**src/rtl/debug_mem_sequencer_pkg.sv**
```systemverilog
// debug_mem_sequencer_pkg: shared state encoding, byte-enable and cache-select constants
package debug_mem_sequencer_pkg;
    typedef enum logic [2:0] {
        S_IDLE, S_LOAD_D, S_LOAD_I, S_CRST, S_RUN, S_DUMP_D, S_DUMP_I, S_DONE
    } state_e;
    localparam logic [3:0] WE_ALL   = 4'b1111;
    localparam logic [3:0] WE_NONE  = 4'b0000;
    localparam logic       SEL_DATA = 1'b0;
    localparam logic       SEL_INST = 1'b1;
endpackage

```
**src/rtl/debug_mem_sequencer_dbg_port_mux.sv**
```systemverilog
// dbg_port_mux: steers one debug channel to the DataCache or InstCache port-2 set
module dbg_port_mux
    import debug_mem_sequencer_pkg::*;
(
    input  logic        sel_i,
    input  logic [31:0] a_i,
    input  logic [31:0] wd_i,
    input  logic [3:0]  we_i,
    output logic [31:0] rd_o,
    output logic [31:0] dc_a_o,
    output logic [31:0] dc_wd_o,
    output logic [3:0]  dc_we_o,
    input  logic [31:0] dc_rd_i,
    output logic [31:0] ic_a_o,
    output logic [31:0] ic_wd_o,
    output logic [3:0]  ic_we_o,
    input  logic [31:0] ic_rd_i
);
    logic is_inst;
    assign is_inst = sel_i == SEL_INST;
    assign dc_a_o  = is_inst ? '0 : a_i;
    assign dc_wd_o = is_inst ? '0 : wd_i;
    assign dc_we_o = is_inst ? WE_NONE : we_i;
    assign ic_a_o  = is_inst ? a_i : '0;
    assign ic_wd_o = is_inst ? wd_i : '0;
    assign ic_we_o = is_inst ? we_i : WE_NONE;
    assign rd_o    = is_inst ? ic_rd_i : dc_rd_i;
endmodule

```
**src/rtl/debug_mem_sequencer.sv**
```systemverilog
// debug_mem_sequencer: loads both caches from a host stream, resets and runs the core,
// then dumps both caches word by word onto a valid/ready stream
module debug_mem_sequencer
    import debug_mem_sequencer_pkg::*;
#(
    parameter int BRAMWORDS  = 4096,
    parameter int RUN_CYCLES = 200000,
    parameter int RST_CYCLES = 4,
    parameter int RD_LATENCY = 1
) (
    input  logic        CPU_CLK,
    input  logic        CPU_RST,
    input  logic        start,
    input  logic        ld_valid,
    input  logic [31:0] ld_data,
    input  logic        ld_last,
    output logic        ld_ready,
    output logic        dp_valid,
    output logic [31:0] dp_addr,
    output logic [31:0] dp_data,
    output logic        dp_sel,
    input  logic        dp_ready,
    output logic        core_rst,
    output logic [31:0] Dbg_DataCache_A2,
    output logic [31:0] Dbg_DataCache_WD2,
    output logic [3:0]  Dbg_DataCache_WE2,
    input  logic [31:0] Dbg_DataCache_RD2,
    output logic [31:0] Dbg_InstCache_A2,
    output logic [31:0] Dbg_InstCache_WD2,
    output logic [3:0]  Dbg_InstCache_WE2,
    input  logic [31:0] Dbg_InstCache_RD2,
    output logic        busy,
    output logic        done
);
    localparam int AW = (BRAMWORDS > 1) ? $clog2(BRAMWORDS) : 1;

    state_e        state_q, state_d;
    logic [AW-1:0] wcnt_q, wcnt_d;
    logic [31:0]   cnt_q, cnt_d;
    logic          dp_valid_q, dp_valid_d, dp_sel_q, dp_sel_d;
    logic [31:0]   dp_addr_q, dp_addr_d, dp_data_q, dp_data_d;
    logic          loading, dumping, accept, last_word, sel;
    logic [31:0]   addr, rd;

    assign loading   = state_q == S_LOAD_D || state_q == S_LOAD_I;
    assign dumping   = state_q == S_DUMP_D || state_q == S_DUMP_I;
    assign accept    = loading && ld_valid;
    assign last_word = wcnt_q == AW'(BRAMWORDS - 1);
    assign sel       = (state_q == S_LOAD_I || state_q == S_DUMP_I) ? SEL_INST : SEL_DATA;
    assign addr      = {{(30 - AW){1'b0}}, wcnt_q, 2'b00};

    assign ld_ready = loading;
    assign core_rst = !(state_q == S_RUN || dumping);
    assign busy     = !(state_q == S_IDLE || state_q == S_DONE);
    assign done     = state_q == S_DONE;
    assign dp_valid = dp_valid_q;
    assign dp_addr  = dp_addr_q;
    assign dp_data  = dp_data_q;
    assign dp_sel   = dp_sel_q;

    dbg_port_mux u_mux (
        .sel_i  (sel),
        .a_i    ((loading || dumping) ? addr : 32'd0),
        .wd_i   (accept ? ld_data : 32'd0),
        .we_i   (accept ? WE_ALL : WE_NONE),
        .rd_o   (rd),
        .dc_a_o (Dbg_DataCache_A2),
        .dc_wd_o(Dbg_DataCache_WD2),
        .dc_we_o(Dbg_DataCache_WE2),
        .dc_rd_i(Dbg_DataCache_RD2),
        .ic_a_o (Dbg_InstCache_A2),
        .ic_wd_o(Dbg_InstCache_WD2),
        .ic_we_o(Dbg_InstCache_WE2),
        .ic_rd_i(Dbg_InstCache_RD2)
    );

    always_comb begin
        state_d    = state_q;
        wcnt_d     = wcnt_q;
        cnt_d      = cnt_q;
        dp_valid_d = dp_valid_q;
        dp_addr_d  = dp_addr_q;
        dp_data_d  = dp_data_q;
        dp_sel_d   = dp_sel_q;
        case (state_q)
            S_IDLE, S_DONE: if (start) begin
                state_d = S_LOAD_D;
                wcnt_d  = '0;
            end
            S_LOAD_D, S_LOAD_I: if (accept) begin
                wcnt_d = wcnt_q + 1'b1;
                if (ld_last || last_word) begin
                    wcnt_d  = '0;
                    cnt_d   = 32'(RST_CYCLES - 1);
                    state_d = (state_q == S_LOAD_D) ? S_LOAD_I : S_CRST;
                end
            end
            S_CRST: if (cnt_q == 32'd0) begin
                state_d = S_RUN;
                cnt_d   = 32'(RUN_CYCLES - 1);
            end else cnt_d = cnt_q - 32'd1;
            S_RUN: if (cnt_q == 32'd0) begin
                state_d = S_DUMP_D;
                cnt_d   = 32'd0;
            end else cnt_d = cnt_q - 32'd1;
            // cnt_q counts cycles since the current word's address was presented
            S_DUMP_D, S_DUMP_I: if (dp_valid_q) begin
                if (dp_ready) begin
                    dp_valid_d = 1'b0;
                    cnt_d      = 32'd0;
                    wcnt_d     = wcnt_q + 1'b1;
                    if (last_word) begin
                        wcnt_d  = '0;
                        state_d = (state_q == S_DUMP_D) ? S_DUMP_I : S_DONE;
                    end
                end
            end else if (cnt_q == 32'(RD_LATENCY)) begin
                dp_valid_d = 1'b1;
                dp_data_d  = rd;
                dp_addr_d  = addr;
                dp_sel_d   = sel;
            end else cnt_d = cnt_q + 32'd1;
            default: state_d = S_IDLE;
        endcase
    end

    always_ff @(posedge CPU_CLK or posedge CPU_RST) begin
        if (CPU_RST) begin
            state_q    <= S_IDLE;
            wcnt_q     <= '0;
            cnt_q      <= '0;
            dp_valid_q <= 1'b0;
            dp_addr_q  <= '0;
            dp_data_q  <= '0;
            dp_sel_q   <= SEL_DATA;
        end else begin
            state_q    <= state_d;
            wcnt_q     <= wcnt_d;
            cnt_q      <= cnt_d;
            dp_valid_q <= dp_valid_d;
            dp_addr_q  <= dp_addr_d;
            dp_data_q  <= dp_data_d;
            dp_sel_q   <= dp_sel_d;
        end
    end
endmodule

```
**config.mk**
```make
export PLATFORM = sky130hd
export DESIGN_NAME = debug_mem_sequencer
export DESIGN_NICKNAME = d
export VERILOG_FILES = /design/src/rtl/debug_mem_sequencer_pkg.sv /design/src/rtl/debug_mem_sequencer_dbg_port_mux.sv /design/src/rtl/debug_mem_sequencer.sv
export SDC_FILE = /design/constraint.sdc
export NUM_CORES = 1
export LEC_CHECK = 0
export BUFFER_PORTS_ARGS = -buffer_cell sky130_fd_sc_hd__buf_2
export CAP_MARGIN = 20
export CORE_AREA = 2 2 127 129
export DETAILED_ROUTE_END_ITERATION = 16
export DIE_AREA = 0 0 129 131
export GPL_ROUTABILITY_DRIVEN = 0
export PLACE_DENSITY = 0.75
export SLEW_MARGIN = 20
export SYNTH_ARGS = -nofsm -noshare
export SYNTH_HDL_FRONTEND = slang
export SYNTH_SLANG_ARGS = --single-unit
```
**constraint.sdc**
```tcl
create_clock -name CPU_CLK -period 2.9 [get_ports CPU_CLK]
set_input_delay 0.29 -clock CPU_CLK [delete_from_list [all_inputs] [get_ports CPU_CLK]]
set_output_delay 0.29 -clock CPU_CLK [all_outputs]
set_load 0.02 [all_outputs]
```
==> results.yml, run 1 <==
route:
  antenna_left: 0
  vias_per_cell: 5.40
  drt-total-wl_mm: 23.8
  route.detailed.drc: 0
  dr_total_vias: 6994
  routedWlPerCell_um: 18.4
  number_of_drc_markers_in_iteration_0: 671
  drt_pass1_iterations: 5
global_route:
  global_route_wire_length_before_repair_mm: 35.4
  track_usage: 0.275
  antenna_found_initial: 2
  via_count_of_the_first_global_routing_pass: 6224
  grt_overflow: 0
  grt_max_degree: 79
timing:
  clock.fmax_mhz: 370
  holdWs_ns: -0.0142
  worst_pin_slew_ns: 0.780
  setup-tns-final_ns: 0
  rsz0062_at_grt: "no"
  period_share: 0.931
  report.final.hold_viol_count: 5
  maxSlewViolCount: 0
  timing.max_slew.rel_slack: 0.480
  period_needed_ns: 2.70
  fin_skew_ns: 0.00990
  setup_violations: 0
placement:
  half_perimeter_wire_length_of_the_detailed_placement_result_mm: 18.2
  placement.io_buffers: 247
status:
  failing_checks: "negative hold slack"
  status: "complete, but fails checks"
cts:
  clkSlewWorstSetupHoldPaths_ns: 0.08
  numCtsBuffers: 9
  cts.root.buffer_cell: "sky130_fd_sc_hd__clkbuf_16"
  cts_num_sinks: 93
  clock_tree_from_tritoncts: "built"
  clock_tree.buffer_depth: 2
  clk_latency_ns: 0.36
  cts.htree.levels: 3
  cts_post_setup_buffers_inserted: 0
die:
  initial_utilization: 0.433
  design.die.area_um2: 16900
  boundaryPins: 308
  coreArea_um2: 15600
  die_width_um: 129
  die-height_um: 131
  std_cell_rows: 46
final_layout:
  multiInputGateArea_um2: 3850
  seqCellArea_um2: 2330
  filler_cell_count: 1502
  layout-area-overhead-vs-synth_pct: 23.6
  ratio_of_cells_with_drive_above_1_in_the_final_layout: 0.317
  finish.net_count: 1180
  postLayoutCoreUtil: 0.536
critical_path:
  critPathLaunchType: "flip-flop"
  critical-path-top-delay-family: "compound AO/OA/AOI/OAI gates"
  crit_path_max_fanout: 11
  cpPeakStageDelay_ns: 0.62
  timing.critical_path.mode_cell: "sky130_fd_sc_hd__or3_1"
  cp_cell_sequence: "or3_1 -> or3_1 -> o41a_1 -> buf_4 -> a221oi_1 -> a21oi_1"
  crit_slowest_cell: "sky130_fd_sc_hd__o41a_1"
  cp_data_required_time_ns: 3.13
  crit_path_end_kind: "flip-flop"
  critPathArrivalTime_ns: 2.93
  path_buf_inv: 1
  worst_setup_path_type: "reg -> reg"
logic_synthesis:
  yosysSeqAreaShare: 0.344
  ys_ff_latch: 93
  yosysWarningCount: 0
  synth_flop_cell: "sky130_fd_sc_hd__dfrtp_1"
  synthDistinctLibCells: 71
  synth.avg_cell_area_um2: 8.01
  cells_after_synth: 844
  post-synth-top-area-cell: "sky130_fd_sc_hd__dfrtp_1"
  synth.area.top_cells: "sky130_fd_sc_hd__dfrtp_1, sky130_fd_sc_hd__and2_1, sky130_fd_sc_hd__buf_4"
  synth_enable_flop_cells: 0
  cell_area_after_technology_mapping_um2: 6760
  synthDominantCellAreaShare: 0.344
  asyncSetResetFlopFracSynth: 1.00
flow_run:
  timing.max_cap.violations: 0
power_and_ir_drop:
  pwr_density_cell_nw_per_um2: 900
  post-layout-total-power_mw: 7.52
  static_leak_nw: 4.09
  ir_worst_vdd_mv: 0.380
worst_hold_path:
  classification_of_the_worst_slack_hold_path: "in -> async"
-- metrics by stage --
stage,area (µm²),worst slack (ns),std cells
2_1_floorplan,6980,0.190,903
3_5_place_dp,8060,0.270,1278
5_1_grt,8360,0.0631,1295
4_1_cts,8350,0.138,1294
3_3_place_gp,8060,0.388,1278
6_report,8360,0.200,1295
-- per-layer routing --
metal,GRT usage,vias up,share of wire
li1,-,3303,-
met1,0.387,3326,0.41
met2,0.418,323,0.48
met3,0.0574,40,0.086
met4,0.101,2,0.022
met5,0,-,0.00055
-- sequential cells by signal, indices dropped and copies added, names as in the netlist --
signal / flops
dp_addr: 12
dp_data: 32
wcnt_q: 12
cnt_q: 32
dp_valid: 1
state_q: 3
dp_sel: 1
-- report_power, final --
part	switching (mW)	total (mW)	internal, mW
logic	2.76	4.30	1.53
registers	0.424	2.01	1.59
clock network	0.603	1.21	0.607
total	3.79	7.52	3.73
-- synth_stat cells (2+ instances only) --
| library cell | n |
|---|---|
| sky130_fd_sc_hd__nand2b_1 | 5 |
| sky130_fd_sc_hd__dfrtp_1 | 93 |
| sky130_fd_sc_hd__nand2_1 | 98 |
| sky130_fd_sc_hd__ha_1 | 5 |
| sky130_fd_sc_hd__nor3_1 | 26 |
| sky130_fd_sc_hd__o31ai_1 | 8 |
| sky130_fd_sc_hd__o41a_1 | 2 |
| sky130_fd_sc_hd__a21o_1 | 3 |
| sky130_fd_sc_hd__or4_1 | 6 |
| sky130_fd_sc_hd__buf_2 | 17 |
| sky130_fd_sc_hd__nand4_1 | 10 |
| sky130_fd_sc_hd__a32oi_1 | 3 |
| sky130_fd_sc_hd__and3_1 | 12 |
| sky130_fd_sc_hd__nor2_1 | 90 |
| sky130_fd_sc_hd__xor2_1 | 4 |
| sky130_fd_sc_hd__o41ai_1 | 2 |
| sky130_fd_sc_hd__a311oi_1 | 3 |
| sky130_fd_sc_hd__o22ai_1 | 4 |
| sky130_fd_sc_hd__inv_1 | 13 |
| sky130_fd_sc_hd__a221oi_1 | 10 |
| sky130_fd_sc_hd__a211oi_1 | 7 |
| sky130_fd_sc_hd__xnor2_1 | 10 |
| sky130_fd_sc_hd__a31oi_1 | 43 |
| sky130_fd_sc_hd__and2_1 | 89 |
| sky130_fd_sc_hd__a221o_1 | 2 |
| sky130_fd_sc_hd__a21oi_1 | 41 |
| sky130_fd_sc_hd__and4_1 | 4 |
| sky130_fd_sc_hd__clkbuf_1 | 39 |
| sky130_fd_sc_hd__nor4_1 | 10 |
| sky130_fd_sc_hd__clkbuf_2 | 3 |
| sky130_fd_sc_hd__nor2b_1 | 3 |
| sky130_fd_sc_hd__nor4_4 | 3 |
| sky130_fd_sc_hd__or3_1 | 6 |
| sky130_fd_sc_hd__and3_2 | 2 |
| sky130_fd_sc_hd__buf_4 | 68 |
| sky130_fd_sc_hd__o21a_1 | 2 |
| sky130_fd_sc_hd__a22oi_1 | 4 |
| sky130_fd_sc_hd__mux2_2 | 14 |
| sky130_fd_sc_hd__a22o_1 | 3 |
| sky130_fd_sc_hd__nor4_2 | 3 |
| sky130_fd_sc_hd__o21ai_0 | 24 |
| sky130_fd_sc_hd__nand3b_1 | 3 |
| sky130_fd_sc_hd__nand3_1 | 18 |
| sky130_fd_sc_hd__o211ai_1 | 2 |
-- path summary, 6_finish.rpt --
check | startpoint | endpoint | slack, ns | cells past startpoint
setup / recovery | cnt_q[2]$_DFFE_PP0P_ | cnt_q[9]$_DFFE_PP0P_ | 0.20 | 6
hold / removal | CPU_RST | cnt_q[13]$_DFFE_PP0P_ | -0.01 | 2
setup reg to reg | cnt_q[2]$_DFFE_PP0P_ | cnt_q[9]$_DFFE_PP0P_ | 0.20 | 6
hold reg to reg | dp_sel$_DFFE_PP0P_ | dp_sel$_DFFE_PP0P_ | 0.51 | 1
max in group asynchronous | CPU_RST | state_q[1]$_DFFE_PP0P_ | 2.21 | 3
min in group CPU_CLK | Dbg_InstCache_RD2[17] | dp_data[17]$_DFFE_PP0P_ | 0.17 | 3
-- cell type report --
cell class                 count  share of cell area
antenna                        1            0.000299
clock buffer                   9              0.0270
clock inverter                 7             0.00779
inverter                      13             0.00614
multi-input combinational    669               0.461
sequential                    93               0.279
tap                          216              0.0323
timing repair buffer         287               0.187
-- kinds of logic (layout without fill, tap and decap cells) --
| logic type | Yosys count | in the layout | synth area share |
|---|---|---|---|
| xor+xnor | 14 | 14 | 0.0181 |
| flops | 93 | 93 | 0.344 |
| fa+ha+maj | 6 | 6 | 0.0107 |
| buf+inv | 141 | 316 | 0.121 |
| simple gates | 398 | 398 | 0.307 |
| mux | 14 | 14 | 0.0233 |
| compound gates | 177 | 177 | 0.175 |
| other cells | 1 | 61 | 0.000555 |
-- layout by cell type, fill, tap and decap left out, types with 6 or more instances in the layout --
cell / n
sky130_fd_sc_hd__o21ai_0: 24
sky130_fd_sc_hd__and2_1: 89
sky130_fd_sc_hd__mux2_2: 14
sky130_fd_sc_hd__a21oi_1: 41
sky130_fd_sc_hd__o31ai_1: 8
sky130_fd_sc_hd__clkbuf_16: 9
sky130_fd_sc_hd__dfrtp_1: 91
sky130_fd_sc_hd__nand3_1: 18
sky130_fd_sc_hd__a221oi_1: 10
sky130_fd_sc_hd__nand4_1: 10
sky130_fd_sc_hd__conb_1: 60
sky130_fd_sc_hd__xnor2_1: 10
sky130_fd_sc_hd__a31oi_1: 43
sky130_fd_sc_hd__nor3_1: 26
sky130_fd_sc_hd__or4_1: 6
sky130_fd_sc_hd__and3_1: 12
sky130_fd_sc_hd__or3_1: 6
sky130_fd_sc_hd__nand2_1: 98
sky130_fd_sc_hd__buf_4: 38
sky130_fd_sc_hd__nor2_1: 88
sky130_fd_sc_hd__a211oi_1: 7
sky130_fd_sc_hd__buf_2: 247
sky130_fd_sc_hd__nor4_1: 10
sky130_fd_sc_hd__inv_1: 12
-- what timing repair did --
item                                    CTS  global route
resized for setup                         0             2
hold buffers                              0             0
endpoints found under the setup margin    0             3
endpoints found under the hold margin     0             0
Power figures use the tool's default switching activity.
==> run 2, diff against run 1 <==
clock period = 2.25 ns   (was 2.9 ns; I/O delays follow)
==> run 2 against run 1 <==
The run ends with negative setup slack left. Cell area grew 36%. Total power grew 89%. Routed wire length increased by 46%. Register-to-register slack lost 0.40 ns. Utilization up 20 points. Count of clock-buffer cells in the layout unchanged. Non-clock buffer count is 165 higher. Critical path depth up 4. Worst hold slack better by 0.040 ns. Worst setup slack worse by 0.40 ns. Critical endpoint unchanged. Largest cell class unchanged.
==> results.yml, run 2 (synthesized netlist as in run 1, its figures left out) <==
timing:
  setup-tns-final_ns: -12.73
  post-route-worst-setup-slack_ns: -0.200
  report.final.hold_viol_count: 0
  clock.fmax_mhz: 408
  maxSlewViolCount: 0
  period_share: 1.09
  fin_skew_ns: 0.0118
  worst_pin_slew_ns: 0.855
  rsz0062_at_grt: "yes"
  setup_violations: 142
  period_needed_ns: 2.45
  timing.max_slew.rel_slack: 0.429
flow_run:
  timing.max_cap.violations: 0
final_layout:
  ratio_of_cells_with_drive_above_1_in_the_final_layout: 0.535
  finish.net_count: 1345
  stdcell_area_um2: 11400
  multiInputGateArea_um2: 4590
  filler_cell_count: 989
  layout-area-overhead-vs-synth_pct: 68.6
  seqCellArea_um2: 2330
  layout.cells.most_common_list: "sky130_fd_sc_hd__buf_2, sky130_fd_sc_hd__buf_4, sky130_fd_sc_hd__buf_6"
  mostFrequentLayoutCell: "sky130_fd_sc_hd__buf_2"
global_route:
  global_route_wire_length_before_repair_mm: 40.9
  grt_overflow: 0
  via_count_of_the_first_global_routing_pass: 7061
  antenna_found_initial: 18
  grt_max_degree: 44
  track_usage: 0.328
power_and_ir_drop:
  power.share.sequential: 0.172
  pwr_density_cell_nw_per_um2: 1240
  ir_worst_vdd_mv: 0.706
  post-layout-total-power_mw: 14.2
  power.clock.fraction: 0.123
  comb_power_share: 0.706
  static_leak_nw: 5.30
  total_switching_power_mw: 6.58
  switching_share: 0.464
  intPower_mw: 7.60
cts:
  clock_tree_from_tritoncts: "built"
  numCtsBuffers: 9
  cts.htree.levels: 3
  clock_tree.buffer_depth: 2
  cts_hold_buf: 0
  cts_num_sinks: 93
  cts.root.buffer_cell: "sky130_fd_sc_hd__clkbuf_16"
  clkSlewWorstSetupHoldPaths_ns: 0.08
  clk_latency_ns: 0.37
placement:
  half_perimeter_wire_length_of_the_detailed_placement_result_mm: 21.8
  placement.io_buffers: 247
  placed_area_um2: 9030
die:
  die-height_um: 131
  initial_utilization: 0.433
  coreArea_um2: 15600
  std_cell_rows: 46
  die_width_um: 129
  boundaryPins: 308
  design.die.area_um2: 16900
status:
  status: "complete, but fails checks"
  failing_checks: "negative setup slack"
route:
  number_of_drc_markers_in_iteration_0: 963
  antenna_left: 0
  drt-total-wl_mm: 34.8
  route.detailed.drc: 0
  drt_pass1_iterations: 7
  routedWlPerCell_um: 23.6
  vias_per_cell: 5.85
  dr_total_vias: 8630
critical_path:
  worst_setup_path_type: "reg -> reg"
  critPathArrivalTime_ns: 2.69
  cp_data_required_time_ns: 2.49
  critPathLaunchType: "flip-flop"
  crit_path_max_fanout: 7
  crit_path_end_kind: "flip-flop"
worst_hold_path:
  classification_of_the_worst_slack_hold_path: "in -> async"
[run 2: changes by cell type in the layout (fill, tap and decap cells not counted), sizes merged]
cell / previous run / this run
bufinv: 0 / 1
inv: 18 / 17
clkinv: 2 / 1
clkbuf: 9 / 21
buf: 287 / 440
diode: 1 / 17
clkinvlp: 0 / 1
[run 2: cell type report]
| type | instances | share of cell area |
|---|---|---|
| sequential | 93 | 0.205 |
| clock inverter | 7 | 0.00878 |
| clock buffer | 9 | 0.0198 |
| multi-input combinational | 669 | 0.403 |
| timing repair buffer | 452 | 0.332 |
| tap | 216 | 0.0237 |
| antenna | 17 | 0.00373 |
| inverter | 13 | 0.00461 |
[run 2: through the flow]
stage / instances / util / setup slack [ns] / hold WS (ns)
6_report: 1476 / 0.731 / -0.200 / 0.0259
2_1_floorplan: 903 / - / -0.201 / 0.364
4_1_cts: 1422 / 0.626 / -0.0847 / 0.0539
3_3_place_gp: 1382 / 0.579 / -0.102 / 0.426
3_5_place_dp: 1382 / 0.579 / -0.196 / 0.434
5_1_grt: 1473 / 0.730 / -0.314 / 0.0914
[run 2: path summary, 6_finish.rpt]
check / to / cells after the start / start / slack [ns]
max in group asynchronous: state_q[2]$_DFFE_PP0P_ / 3 / CPU_RST / 1.52
worst min-delay path: dp_data[4]$_DFFE_PP0P_ / 2 / CPU_RST / 0.03
worst max register to register: cnt_q[9]$_DFFE_PP0P_ / 10 / cnt_q[22]$_DFFE_PP0P_ / -0.20
min in group CPU_CLK: dp_data[8]$_DFFE_PP0P_ / 3 / Dbg_InstCache_RD2[8] / 0.09
worst max-delay path: cnt_q[9]$_DFFE_PP0P_ / 10 / cnt_q[22]$_DFFE_PP0P_ / -0.20
worst min register to register: dp_addr[3]$_DFFE_PP0P_ / 1 / dp_addr[3]$_DFFE_PP0P_ / 0.52
[run 2: timing repair]
action,4_1_cts,5_1_grt
pin swaps,16,72
gates cloned,3,16
setup buffers,21,23
endpoints found under the hold margin,0,0
gates resized for setup,50,342
endpoints found under the setup margin,142,133
[run 2: per-layer routing]
layer / wire [µm] / global-route usage
met2: 16400 / 0.511
met1: 11900 / 0.395
met5: 10 / 0
met4: 2730 / 0.211
met3: 3820 / 0.101
[run 2: worst max-delay path, stage by stage, from the launching register on]
cell and delay, ns:
sky130_fd_sc_hd__dfrtp_1 0.44, sky130_fd_sc_hd__nor4_4 0.37, sky130_fd_sc_hd__nand4_1 0.24, sky130_fd_sc_hd__buf_6 0.21, sky130_fd_sc_hd__o41ai_4 0.34, sky130_fd_sc_hd__buf_4 0.20
sky130_fd_sc_hd__buf_8 0.15, sky130_fd_sc_hd__buf_6 0.10, sky130_fd_sc_hd__o22ai_2 0.06, sky130_fd_sc_hd__nor2_1 0.15, sky130_fd_sc_hd__a21oi_1 0.07
[run 2: power groups by stage]
stage	Combinational, mW	Clock, mW	Sequential, mW
finish	10.0	1.74	2.43
floorplan	4.17	0	2.51
global placement	6.81	0	2.40
detailed placement	6.90	0	2.41
CTS	7.57	1.72	2.35
global route	10.4	1.80	2.47
==> run 3, diff against run 2 <==
ABC_AREA = 1   (was default)
CORE_AREA = 2 2 135 137   (was 2 2 127 129)
DIE_AREA = 0 0 137 139   (was 0 0 129 131)
==> run 3 against run 2 <==
The run ends with negative hold slack left. Largest power group unchanged. Routed wire length fell by 29%. Synthesized cell count rose by 36%. Total power fell by 20%. Combinational power fell by 30%. Worst setup slack improved by 0.25 ns. Clock skew rose by 0.0034 ns. Cell count rose by 9.9%.
==> results.yml, run 3 <==
route:
  vias_per_cell: 5.09
  number_of_drc_markers_in_iteration_0: 859
  drt-total-wl_mm: 24.6
  dr_total_vias: 8260
  route.detailed.drc: 0
  drt_pass1_iterations: 5
  antenna_left: 0
  routedWlPerCell_um: 15.2
global_route:
  track_usage: 0.248
  antenna_found_initial: 0
  global_route_wire_length_before_repair_mm: 37.3
  grt_max_degree: 94
  grt_overflow: 0
  via_count_of_the_first_global_routing_pass: 7246
final_layout:
  antennaDiodeCount: 0
  ratio_of_cells_with_drive_above_1_in_the_final_layout: 0.330
  mostFrequentLayoutCell: "sky130_fd_sc_hd__nand2_1"
  layout.cells.most_common_list: "sky130_fd_sc_hd__nand2_1, sky130_fd_sc_hd__buf_2, sky130_fd_sc_hd__nor2_1"
  layout-area-overhead-vs-synth_pct: 21.1
  finish.net_count: 1495
  stdcell_area_um2: 9590
timing:
  timing.max_slew.rel_slack: 0.638
  report.final.hold_viol_count: 2
  holdWs_ns: -0.0100
  fin_skew_ns: 0.0153
  setup-tns-final_ns: 0
  maxSlewViolCount: 0
  setup_violations: 0
  worst_pin_slew_ns: 0.538
  clock.fmax_mhz: 455
  period_share: 0.976
  period_needed_ns: 2.20
logic_synthesis:
  synthMostInstantiatedCell: "sky130_fd_sc_hd__nand2_1"
  yosysSeqAreaShare: 0.294
  synthDominantCellAreaShare: 0.294
  yosysWarningCount: 0
  synth.top_cells.by_count: "sky130_fd_sc_hd__nand2_1, sky130_fd_sc_hd__nor2_1, sky130_fd_sc_hd__inv_1"
  synthDistinctLibCells: 38
  post-synth-top-area-cell: "sky130_fd_sc_hd__dfrtp_1"
  cells_after_synth: 1147
  cell_area_after_technology_mapping_um2: 7920
  synth_flop_cell: "sky130_fd_sc_hd__dfrtp_1"
  synth_enable_flop_cells: 0
  synth.area.top_cells: "sky130_fd_sc_hd__dfrtp_1, sky130_fd_sc_hd__nand2_1, sky130_fd_sc_hd__nor2_1"
  asyncSetResetFlopFracSynth: 1.00
  ys_ff_latch: 93
  synth.avg_cell_area_um2: 6.91
power_and_ir_drop:
  power.clock.fraction: 0.140
  ir_worst_vdd_mv: 0.562
  total_switching_power_mw: 6.03
  static_leak_nw: 5.11
  intPower_mw: 5.28
  power.share.sequential: 0.243
  comb_power_share: 0.618
  pwr_density_cell_nw_per_um2: 1180
  switching_share: 0.533
cts:
  cts.htree.levels: 3
  numCtsBuffers: 9
  cts.root.buffer_cell: "sky130_fd_sc_hd__clkbuf_16"
  clk_latency_ns: 0.36
  clkSlewWorstSetupHoldPaths_ns: 0.08
  cts_hold_buf: 0
  clock_tree_from_tritoncts: "built"
  clock_tree.buffer_depth: 2
  cts_num_sinks: 93
critical_path:
  cp_cell_sequence: "inv_1 -> nand2_2 -> nand2_1 -> nor2_2 -> inv_2 -> nor2_4 -> nand2_1 -> buf_12 -> nor2_2 -> buf_4"
  cp_data_required_time_ns: 2.03
  crit_path_end_kind: "primary output"
  crit_slowest_cell: "sky130_fd_sc_hd__dfrtp_2"
  crit_path_max_fanout: 33
  critPathLaunchType: "flip-flop"
  critPathArrivalTime_ns: 1.97
  worst_setup_path_type: "reg -> out"
  cpPeakStageDelay_ns: 0.41
flow_run:
  timing.max_cap.violations: 0
status:
  failing_checks: "negative hold slack"
  status: "complete, but fails checks"
worst_hold_path:
  classification_of_the_worst_slack_hold_path: "in -> async"
placement:
  placement.io_buffers: 247
  half_perimeter_wire_length_of_the_detailed_placement_result_mm: 19.1
  placed_area_um2: 9110
die:
  die-height_um: 139
  design.die.area_um2: 19000
  initial_utilization: 0.449
  boundaryPins: 308
  die_width_um: 137
  std_cell_rows: 49
  coreArea_um2: 17700
==> run 3: cell count changes in the layout (fill, tap and decap cells not counted), sizes merged, moves of 16 or more <==
| cell | delta |
|---|---|
| nand2 | +194 |
| buf | -158 |
| nor2 | +122 |
| inv | +115 |
| and2 | -89 |
| nand3 | +74 |
| o21ai | +58 |
| a31oi | -43 |
| mux2i | +32 |
| a21oi | -28 |
| xor2 | +18 |
| diode | -17 |
| nor4 | -16 |
==> run 3: critical path: cells and delay by family, from the launching register on <==
kind | cells | cell delay, ns
AND/OR/NAND/NOR | 6 | 0.68
buffers and inverters | 4 | 0.52
flip-flops | 1 | 0.41
==> run 3: power by group through the flow <==
stage | registers (mW) | clock network, mW | logic (mW)
3_5_place_dp | 2.76 | 0 | 6.75
2_1_floorplan | 2.90 | 0 | 4.88
5_1_grt | 2.82 | 1.67 | 7.66
3_3_place_gp | 2.75 | 0 | 6.66
4_1_cts | 2.74 | 1.61 | 6.78
6_report | 2.75 | 1.58 | 6.99
==> run 3: worst paths after layout <==
check / start / end / slack, ns / cells past startpoint
worst max register to register: state_q[1]$_DFFE_PP0P_ / cnt_q[14]$_DFFE_PP0P_ / 0.18 / 11
worst max-delay path: state_q[1]$_DFFE_PP0P_ / Dbg_InstCache_WD2[2] / 0.05 / 10
worst min-delay path: CPU_RST / dp_data[9]$_DFFE_PP0P_ / -0.01 / 3
max in group asynchronous: CPU_RST / state_q[0]$_DFFE_PP0P_ / 1.82 / 3
worst min register to register: dp_data[25]$_DFFE_PP0P_ / dp_data[25]$_DFFE_PP0P_ / 0.48 / 2
min in group CPU_CLK: Dbg_DataCache_RD2[17] / dp_data[17]$_DFFE_PP0P_ / 0.16 / 3
==> run 3: per-stage QoR <==
| stage | cells | utilization | setup WS, ns | power, mW |
|---|---|---|---|---|
| final | 1622 | 0.543 | 0.0536 | 11.3 |
| after global routing | 1622 | 0.543 | -0.0670 | 12.2 |
| after CTS | 1617 | 0.534 | 0.0419 | 11.1 |
| after detailed placement | 1601 | 0.516 | 0.165 | 9.52 |
| after global placement | 1601 | 0.516 | 0.282 | 9.41 |
| after floorplan | 1206 | - | 0.205 | 7.78 |
==> run 3: logic make-up after synthesis <==
logic type,share of synthesized area
buffers and inverters,0.166
DFF,0.294
and+or+nand+nor,0.368
adders and majority gates,0.00790
other,0.000473
AOI/OAI and AO/OA,0.0993
xor gates and xnor gates,0.0243
muxes,0.0404
==> run 3: timing repair <==
item	4_1_cts	5_1_grt
setup buffers	0	4
pin swaps	0	1
cloned	0	1
setup endpoints to repair	42	93
gates resized for setup	6	38
==> run 3: layout make-up <==
| cell class | count | area, µm² |
|---|---|---|
| Clock buffer | 9 | 225 |
| Clock inverter | 7 | 77.6 |
| Fill cell | 1695 | 8060 |
| Inverter | 129 | 488 |
| Multi-Input combinational cell | 872 | 4560 |
| Sequential cell | 93 | 2330 |
| Tap cell | 229 | 287 |
| Timing Repair Buffer | 283 | 1630 |
==> run 3: per-layer routing <==
layer	global-route usage	vias to the layer above	part of all wire
met5	0	-	0
li1	-	3983	-
met1	0.343	3800	0.43
met3	0.0391	54	0.082
met2	0.405	423	0.47
met4	0.0608	0	0.020
